<file path="src/rtl/spi_pkg.sv">
// Shared definitions for the simple_spi master: register map, bit positions,
// transfer-engine states and the SCK divider lookup.
package spi_pkg;

  localparam logic [2:0] ADR_SPCR = 3'd0;
  localparam logic [2:0] ADR_SPSR = 3'd1;
  localparam logic [2:0] ADR_SPDR = 3'd2;
  localparam logic [2:0] ADR_SPER = 3'd3;
  localparam logic [2:0] ADR_SSR  = 3'd4;

  localparam int SPCR_SPIE = 7;
  localparam int SPCR_SPE  = 6;
  localparam int SPCR_MSTR = 4;
  localparam int SPCR_CPOL = 3;
  localparam int SPCR_CPHA = 2;

  localparam int SPSR_SPIF    = 7;
  localparam int SPSR_WCOL    = 6;
  localparam int SPSR_WFFULL  = 3;
  localparam int SPSR_WFEMPTY = 2;
  localparam int SPSR_RFFULL  = 1;
  localparam int SPSR_RFEMPTY = 0;

  typedef enum logic [1:0] {
    ST_IDLE   = 2'd0,
    ST_PHASE1 = 2'd1,
    ST_PHASE2 = 2'd2
  } eng_state_e;

  // Half SCK period minus one, in clk cycles, for the {ESPR,SPR} selector.
  function automatic logic [10:0] half_period_m1(input logic [3:0] sel);
    logic [10:0] v;
    case (sel)
      4'd0:    v = 11'd0;
      4'd1:    v = 11'd1;
      4'd2:    v = 11'd7;
      4'd3:    v = 11'd15;
      4'd4:    v = 11'd3;
      4'd5:    v = 11'd31;
      4'd6:    v = 11'd63;
      4'd7:    v = 11'd127;
      4'd8:    v = 11'd255;
      4'd9:    v = 11'd511;
      4'd10:   v = 11'd1023;
      default: v = 11'd2047;
    endcase
    return v;
  endfunction

endpackage

</file>
<file path="src/rtl/fifo4.sv">
// 8-bit, 4-entry synchronous FIFO. Overflowing pushes and underflowing pops
// are ignored; an empty FIFO keeps presenting the last byte popped.
module fifo4 (
  input  logic       clk,
  input  logic       rst_n,
  input  logic       push,
  input  logic       pop,
  input  logic       clr,
  input  logic [7:0] din,
  output logic [7:0] dout,
  output logic       full,
  output logic       empty
);

  logic [7:0] r_mem [4];
  logic [1:0] r_wp;
  logic [1:0] r_rp;
  logic [2:0] r_cnt;
  logic [7:0] r_last;
  logic       w_do_push;
  logic       w_do_pop;

  assign full      = (r_cnt == 3'd4);
  assign empty     = (r_cnt == 3'd0);
  assign w_do_push = push & ~full & ~clr;
  assign w_do_pop  = pop & ~empty & ~clr;
  assign dout      = empty ? r_last : r_mem[r_rp];

  always_ff @(posedge clk) begin
    if (w_do_push) r_mem[r_wp] <= din;
  end

  always_ff @(posedge clk or negedge rst_n) begin
    if (!rst_n) begin
      r_wp   <= 2'd0;
      r_rp   <= 2'd0;
      r_cnt  <= 3'd0;
      r_last <= 8'h00;
    end else if (clr) begin
      r_wp  <= 2'd0;
      r_rp  <= 2'd0;
      r_cnt <= 3'd0;
    end else begin
      if (w_do_push) r_wp <= r_wp + 2'd1;
      if (w_do_pop) begin
        r_rp   <= r_rp + 2'd1;
        r_last <= r_mem[r_rp];
      end
      case ({w_do_push, w_do_pop})
        2'b10:   r_cnt <= r_cnt + 3'd1;
        2'b01:   r_cnt <= r_cnt - 3'd1;
        default: r_cnt <= r_cnt;
      endcase
    end
  end

endmodule

</file>
<file path="src/rtl/simple_spi.sv">
// SPI master with an 8-bit Wishbone classic register interface, 4-deep
// transmit/receive FIFOs, CPOL/CPHA modes and a byte-count interrupt.
module simple_spi
  import spi_pkg::*;
#(
  parameter int SS_WIDTH = 1
) (
  input  logic                clk_i,
  input  logic                rst_i,
  input  logic                cyc_i,
  input  logic                stb_i,
  input  logic                we_i,
  input  logic [2:0]          adr_i,
  input  logic [7:0]          dat_i,
  output logic [7:0]          dat_o,
  output logic                ack_o,
  output logic                inta_o,
  output logic                sck_o,
  output logic                mosi_o,
  input  logic                miso_i,
  output logic [SS_WIDTH-1:0] ss_o,
  output logic [1:0]          dbg_state_o
);

  // Wishbone handshake: a request is cyc_i&stb_i; ack_o rises the cycle after
  // and stays for exactly one cycle. Writes, FIFO pushes and pops commit on the
  // edge that ends the ack cycle; dat_o is loaded when the request is first
  // seen and held while ack_o is high.
  logic w_wb_req;
  logic w_wb_commit;
  logic w_wr;
  logic w_rd;
  logic w_wr_spcr;
  logic w_wr_spsr;
  logic w_wr_spdr;
  logic w_wr_sper;
  logic w_wr_ssr;
  logic w_rd_spdr;

  assign w_wb_req    = cyc_i & stb_i;
  assign w_wb_commit = w_wb_req & ack_o;
  assign w_wr        = w_wb_commit & we_i;
  assign w_rd        = w_wb_commit & ~we_i;
  assign w_wr_spcr   = w_wr & (adr_i == ADR_SPCR);
  assign w_wr_spsr   = w_wr & (adr_i == ADR_SPSR);
  assign w_wr_spdr   = w_wr & (adr_i == ADR_SPDR);
  assign w_wr_sper   = w_wr & (adr_i == ADR_SPER);
  assign w_wr_ssr    = w_wr & (adr_i == ADR_SSR);
  assign w_rd_spdr   = w_rd & (adr_i == ADR_SPDR);

  logic                r_spie;
  logic                r_spe;
  logic                r_cpol;
  logic                r_cpha;
  logic [1:0]          r_spr;
  logic [1:0]          r_icnt;
  logic [1:0]          r_espr;
  logic [SS_WIDTH-1:0] r_ssr;
  logic                r_spif;
  logic                r_wcol;
  logic [1:0]          r_tcnt;

  logic       w_wf_full;
  logic       w_wf_empty;
  logic [7:0] w_wf_dout;
  logic       w_wf_pop;
  logic       w_rf_full;
  logic       w_rf_empty;
  logic [7:0] w_rf_dout;
  logic       w_fifo_clr;
  logic       r_rf_push;
  logic [7:0] r_rf_din;

  // Disabling the core through SPCR flushes both FIFOs; while SPE stays low
  // software may still preload the transmit FIFO.
  assign w_fifo_clr = w_wr_spcr & ~dat_i[SPCR_SPE];

  fifo4 u_wfifo (
    .clk   (clk_i),
    .rst_n (rst_i),
    .push  (w_wr_spdr),
    .pop   (w_wf_pop),
    .clr   (w_fifo_clr),
    .din   (dat_i),
    .dout  (w_wf_dout),
    .full  (w_wf_full),
    .empty (w_wf_empty)
  );

  fifo4 u_rfifo (
    .clk   (clk_i),
    .rst_n (rst_i),
    .push  (r_rf_push),
    .pop   (w_rd_spdr),
    .clr   (w_fifo_clr),
    .din   (r_rf_din),
    .dout  (w_rf_dout),
    .full  (w_rf_full),
    .empty (w_rf_empty)
  );

  logic [7:0] w_ssr_rd;
  logic [7:0] w_rd_data;

  always_comb begin
    w_ssr_rd = 8'h00;
    w_ssr_rd[SS_WIDTH-1:0] = r_ssr;
  end

  always_comb begin
    w_rd_data = 8'h00;
    case (adr_i)
      ADR_SPCR: w_rd_data = {r_spie, r_spe, 1'b0, 1'b1, r_cpol, r_cpha, r_spr};
      ADR_SPSR: w_rd_data = {r_spif, r_wcol, 2'b00,
                             w_wf_full, w_wf_empty, w_rf_full, w_rf_empty};
      ADR_SPDR: w_rd_data = w_rf_dout;
      ADR_SPER: w_rd_data = {r_icnt, 4'b0000, r_espr};
      ADR_SSR:  w_rd_data = w_ssr_rd;
      default:  w_rd_data = 8'h00;
    endcase
  end

  logic w_cnt_hit;
  assign w_cnt_hit = r_rf_push & (r_tcnt == r_icnt);

  always_ff @(posedge clk_i or negedge rst_i) begin
    if (!rst_i) begin
      ack_o  <= 1'b0;
      dat_o  <= 8'h00;
      inta_o <= 1'b0;
      r_spie <= 1'b0;
      r_spe  <= 1'b0;
      r_cpol <= 1'b0;
      r_cpha <= 1'b0;
      r_spr  <= 2'd0;
      r_icnt <= 2'd0;
      r_espr <= 2'd0;
      r_ssr  <= '0;
      r_spif <= 1'b0;
      r_wcol <= 1'b0;
      r_tcnt <= 2'd0;
    end else begin
      ack_o  <= w_wb_req & ~ack_o;
      inta_o <= r_spif & r_spie;
      if (w_wb_req & ~ack_o) dat_o <= w_rd_data;

      if (w_wr_spcr) begin
        r_spie <= dat_i[SPCR_SPIE];
        r_spe  <= dat_i[SPCR_SPE];
        r_cpol <= dat_i[SPCR_CPOL];
        r_cpha <= dat_i[SPCR_CPHA];
        r_spr  <= dat_i[1:0];
      end
      if (w_wr_sper) begin
        r_icnt <= dat_i[7:6];
        r_espr <= dat_i[1:0];
      end
      if (w_wr_ssr) r_ssr <= dat_i[SS_WIDTH-1:0];

      // A completion in the same cycle as a software clear wins.
      if (w_wr_spsr & dat_i[SPSR_SPIF]) r_spif <= 1'b0;
      if (w_cnt_hit) r_spif <= 1'b1;
      if (w_wr_spsr & dat_i[SPSR_WCOL]) r_wcol <= 1'b0;
      if (w_wr_spdr & w_wf_full) r_wcol <= 1'b1;

      if (w_wr_spcr | w_wr_sper) r_tcnt <= 2'd0;
      else if (w_cnt_hit)        r_tcnt <= 2'd0;
      else if (r_rf_push)        r_tcnt <= r_tcnt + 2'd1;
    end
  end

  eng_state_e  r_state;
  logic        r_sck;
  logic        r_mosi;
  logic [7:0]  r_tx;
  logic [7:0]  r_rx;
  logic [2:0]  r_bit_cnt;
  logic [10:0] r_div_cnt;
  logic [10:0] w_half;
  logic [7:0]  w_rx_next;

  assign w_half    = half_period_m1({r_espr, r_spr});
  assign w_wf_pop  = r_spe & (r_state == ST_IDLE) & ~w_wf_empty;
  assign w_rx_next = r_cpha ? {r_rx[6:0], miso_i} : r_rx;

  always_ff @(posedge clk_i or negedge rst_i) begin
    if (!rst_i) begin
      r_state   <= ST_IDLE;
      r_sck     <= 1'b0;
      r_mosi    <= 1'b0;
      r_tx      <= 8'h00;
      r_rx      <= 8'h00;
      r_bit_cnt <= 3'd0;
      r_div_cnt <= 11'd0;
      r_rf_push <= 1'b0;
      r_rf_din  <= 8'h00;
    end else begin
      r_rf_push <= 1'b0;
      if (!r_spe) begin
        r_state <= ST_IDLE;
        r_sck   <= r_cpol;
      end else begin
        case (r_state)
          ST_IDLE: begin
            r_sck <= r_cpol;
            if (w_wf_pop) begin
              r_tx      <= w_wf_dout;
              r_bit_cnt <= 3'd7;
              r_div_cnt <= w_half;
              r_state   <= ST_PHASE1;
              if (!r_cpha) r_mosi <= w_wf_dout[7];
            end
          end
          ST_PHASE1: begin
            if (r_div_cnt == 11'd0) begin
              r_div_cnt <= w_half;
              r_sck     <= ~r_cpol;
              r_state   <= ST_PHASE2;
              if (!r_cpha) begin
                r_rx <= {r_rx[6:0], miso_i};
              end else begin
                r_mosi <= r_tx[7];
                r_tx   <= {r_tx[6:0], 1'b0};
              end
            end else begin
              r_div_cnt <= r_div_cnt - 11'd1;
            end
          end
          ST_PHASE2: begin
            if (r_div_cnt == 11'd0) begin
              r_div_cnt <= w_half;
              r_sck     <= r_cpol;
              r_rx      <= w_rx_next;
              if (!r_cpha) begin
                r_mosi <= r_tx[6];
                r_tx   <= {r_tx[6:0], 1'b0};
              end
              if (r_bit_cnt == 3'd0) begin
                r_state   <= ST_IDLE;
                r_rf_push <= 1'b1;
                r_rf_din  <= w_rx_next;
              end else begin
                r_bit_cnt <= r_bit_cnt - 3'd1;
                r_state   <= ST_PHASE1;
              end
            end else begin
              r_div_cnt <= r_div_cnt - 11'd1;
            end
          end
          default: r_state <= ST_IDLE;
        endcase
      end
    end
  end

  assign sck_o       = r_sck;
  assign mosi_o      = r_mosi;
  assign ss_o        = ~r_ssr;
  assign dbg_state_o = r_state;

endmodule

</file>
<file path="config.mk">
export PLATFORM = sky130hd
export DESIGN_NAME = simple_spi
export DESIGN_NICKNAME = d
export VERILOG_FILES = /design/src/rtl/spi_pkg.sv /design/src/rtl/fifo4.sv /design/src/rtl/simple_spi.sv
export SDC_FILE = /design/constraint.sdc
export NUM_CORES = 1
export LEC_CHECK = 0
export CAP_MARGIN = 20
export CORE_UTILIZATION = 40
export CTS_CLUSTER_SIZE = 30
export DETAILED_ROUTE_END_ITERATION = 7
export GPL_TIMING_DRIVEN = 0
export PLACE_DENSITY_LB_ADDON = 0.12
export SYNTH_ARGS = -nofsm -noshare
export SYNTH_HDL_FRONTEND = slang
export SYNTH_SLANG_ARGS = --single-unit
</file>
<file path="constraint.sdc">
create_clock -name clk_i -period 5.4 [get_ports clk_i]
set_input_delay 1.08 -clock clk_i [delete_from_list [all_inputs] [get_ports clk_i]]
set_output_delay 1.08 -clock clk_i [all_outputs]
set_load 0.03 [all_outputs]
</file>
==> impl_metrics.py <==
metrics = {
    "run_status": {
        "status": "complete, no violations",
    },
    "clock_network": {
        "clock_latency_ps": 430,
        "cts_root_buf": "clkbuf_16",
        "cts_sinks": 162,
        "cts_buffers": 17,
        "cts_hold_buf": 0,
        "cts_setup_buffers": 0,
        "h-tree-depth": 4,
        "cts_buffer_depth": 2,
        "clk_pin_slew_worst_paths_ps": 60,
        "cts_tree": "done",
        "ctsResizeCount": 0,
    },
    "floorplanning": {
        "coreArea_um2": 18770,
        "die_h_um": 140.8,
        "io_pins": 32,
        "row_count": 50,
        "start_util": 0.4107,
        "die-area_um2": 19830,
        "dieWidth_um": 140.8,
    },
    "grt": {
        "grt_busiest_layer": "met2",
        "track_usage": 0.1906,
        "grt_use_met2": 0.3200,
        "antenna_found_initial": 0,
        "grt_pass1_vias": 5194,
        "grt_max_degree": 70,
        "grt_pass1_wl_um": 28680,
        "grt_util_met3": 0.03668,
        "grt_use_met1": 0.2473,
        "gr-total-overflow": 0,
    },
    "run": {
        "maxCapViolCount": 0,
    },
    "logic_synthesis": {
        "synthMuxAreaShare": 0.1461,
        "synth_top_family_by_area": "multiplexers",
        "synth_top_area_cell": "dfrtp_1",
        "synth.distinct_cells": 70,
        "syn_avg_cell_area_um2": 12.78,
        "synth-seq-area-share": 0.5674,
        "synth_warnings": 0,
        "yosysTopAreaCellShare": 0.3181,
        "synth-edff-count": 64,
        "synth_compound_area_frac": 0.09203,
        "synthXorXnorAreaFrac": 0.01363,
        "synth_flop_cell": "dfrtp_1",
        "yosys.area_share.simple": 0.1172,
        "ys_ff_latch": 162,
        "ys_async_sr_fraction": 0.6049,
        "syn_inst": 603,
        "synth-adder-area-share": 0.03441,
        "syn_area_um2": 7709,
        "synth_nets": 640,
        "synth.area.top_cells": "dfrtp_1 32%, edfxtp_1 25%, mux2_2 5.3%, mux4_2 4.7%, mux2i_1 3.5%",
    },
    "timing": {
        "period_needed_ps": 3786,
        "relSlewSlack": 0.4261,
        "fin_tns_setup_ps": 0,
        "hold_viol_final": 0,
        "grt_setup_unrepaired": "false",
        "setup_viol": 0,
        "post-route-period-util": 0.7011,
        "clock-skew-final_ps": 8.578,
        "finalHoldWorstSlack_ps": 487.2,
        "worst_pin_slew_ps": 854.3,
        "timing.fmax_mhz": 264.1,
        "slew_violations": 0,
    },
    "setup_path": {
        "crit_type": "input pin to flop",
        "crit_arrival_ps": 4140,
        "startpoint_type": "input pin",
        "path_cells": "clkdlybuf4s50_1, nand4_2, nor4b_4, nor2_2, ha_1, fa_1, xnor2_1, or3_1, a21oi_1",
        "crit_path_top_delay_cell": "nor4b_4",
        "worstPathMaxFanout": 9,
        "end_kind": "flop",
        "slowest_delay_ps": 690,
        "required_ps": 5750,
    },
    "power_and_ir_drop": {
        "p_comb_frac": 0.228,
        "power.total_w": 0.003661,
        "p_seq_frac": 0.428,
        "p_switching_w": 0.001107,
        "p_sw_frac": 0.3024,
        "power_density_nw_per_um2": 408.8,
        "pwr-share-clk": 0.344,
        "p_int_w": 0.002554,
        "ir_worst_vdd_v": 0.0002801,
        "p_leak_nw": 3.494,
    },
    "drt": {
        "initialDrtViolationCount": 400,
        "wl_per_cell_um": 19.04,
        "ant_nets": 0,
        "num_vias": 4974,
        "wirelength_um": 17170,
        "drc": 0,
        "first_pass_iters": 4,
        "avgViaCountPerCell": 5.514,
    },
    "layout": {
        "area_growth_pct": 16.18,
        "fin_area_um2": 8956,
        "n_fill_cell": 1692,
        "drive_gt1_frac": 0.1662,
        "fin_nets": 692,
        "final_cells": 902,
        "antennaDiodeCount": 0,
    },
    "place": {
        "dp_cells": 869,
        "post-dp-hpwl_um": 12070,
        "placed_cell_area_um2": 8337,
        "gp_congestion": 0.8020,
        "numPortBuffers": 31,
    },
    "min_path": {
        "hold_class": "flop to flop",
    },
}
## layout by cell type, fill, tap and decap left out, drive strengths merged, types with 9 or more instances in the layout
cell type,instances
nor3,15
inv,31
dfrtp,98
nor2,29
clkdlybuf4s50,30
mux2,44
edfxtp,64
a21oi,12
buf,14
nand2,41
and2,12
clkbuf,38
o21ai,37
mux4,16
ha,18
a211oi,9
nand3,9
mux2i,27
## through the flow
stage                 util  setup slack (ps)
floorplan                -              2159
global placement    0.4429            -743.4
detailed placement  0.4442              1188
CTS                 0.4769              1623
global route        0.4772              1377
finish              0.4772              1614
## sequential cells by signal, summed over array words and instances, names as in the netlist, 3 cells and up
name            cells
u_rfifo.r_mem      32
r_tx                8
r_div_cnt          11
u_wfifo.r_last      8
r_rf_din            8
u_rfifo.r_last      8
r_bit_cnt           3
u_wfifo.r_cnt       3
r_rx                8
u_wfifo.r_mem      32
dat_o               8
u_rfifo.r_cnt       3
## layer usage
layer	wire length (µm)	vias to the layer above
met5	0	-
met4	214	0
met3	412	17
met2	8635	60
met1	7909	2546
li1	-	2351
## critical path, delay by kind of cell
family | cells | cell delay (ps)
AOI/OAI and AO/OA | 1 | 130
xor gates and xnor gates | 1 | 150
adders and majority gates | 2 | 700
buffers and inverters | 1 | 530
and+or+nand+nor | 4 | 1560
## synthesized netlist by cell type, types with 11 or more instances
cell type and instances:
a21oi_1 11, and2_1 11, clkbuf_1 18, dfrtp_1 98, edfxtp_1 64, ha_1 18, inv_1 26, mux2_2 36
mux2i_1 27, mux4_2 16, nand2_1 41, nor2_1 28, nor3_1 12, o21ai_0 37
## path summary, 6_finish.rpt
kind | to | slack, ps | cells after the start | start
max | u_wfifo.r_cnt[2]$_DFFE_PN0P_ | 1610 | 9 | cyc_i
max in group asynchronous | r_rf_din[3]$_DFFE_PN0P_ | 4110 | 2 | rst_i
min in group asynchronous | u_wfifo.r_wp[0]$_DFFE_PN0P_ | 600 | 1 | rst_i
min | dat_o[4]$_DFFE_PN0P_ | 490 | 1 | dat_o[4]$_DFFE_PN0P_
min reg2reg | dat_o[4]$_DFFE_PN0P_ | 490 | 1 | dat_o[4]$_DFFE_PN0P_
max reg2reg | u_wfifo.r_cnt[2]$_DFFE_PN0P_ | 2410 | 8 | ack_o$_DFF_PN0_
## power by group through the flow
stage | combinational (W) | clock (W) | sequential [W]
final | 0.000835 | 0.00126 | 0.00157
after CTS | 0.000847 | 0.00128 | 0.00157
after floorplan | 0.000588 | 0 | 0.00158
after global placement | 0.000814 | 0 | 0.00158
after detailed placement | 0.000843 | 0 | 0.00159
after global routing | 0.000927 | 0.00134 | 0.00159
## area by class of cell
cell class | count | area [µm²] | share of cell area
Buffer | 30 | 127.6 | 0.01425
Inverter | 26 | 97.59 | 0.01090
Timing Repair Buffer | 33 | 340.3 | 0.03800
Clock buffer | 19 | 442.9 | 0.04946
Sequential cell | 162 | 4374 | 0.4884
Multi-Input combinational cell | 385 | 3109 | 0.3472
Clock inverter | 13 | 171.4 | 0.01914
Tap cell | 234 | 292.8 | 0.03269
## cell families (layout without fill, tap and decap cells)
family	Yosys count	after routing
compound gates	106	106
xor+xnor	12	12
fa+ha+maj	20	20
buf+inv	56	121
flops	162	162
mux	87	87
simple gates	160	160
Note: power is estimated with default switching activity, not from simulation.
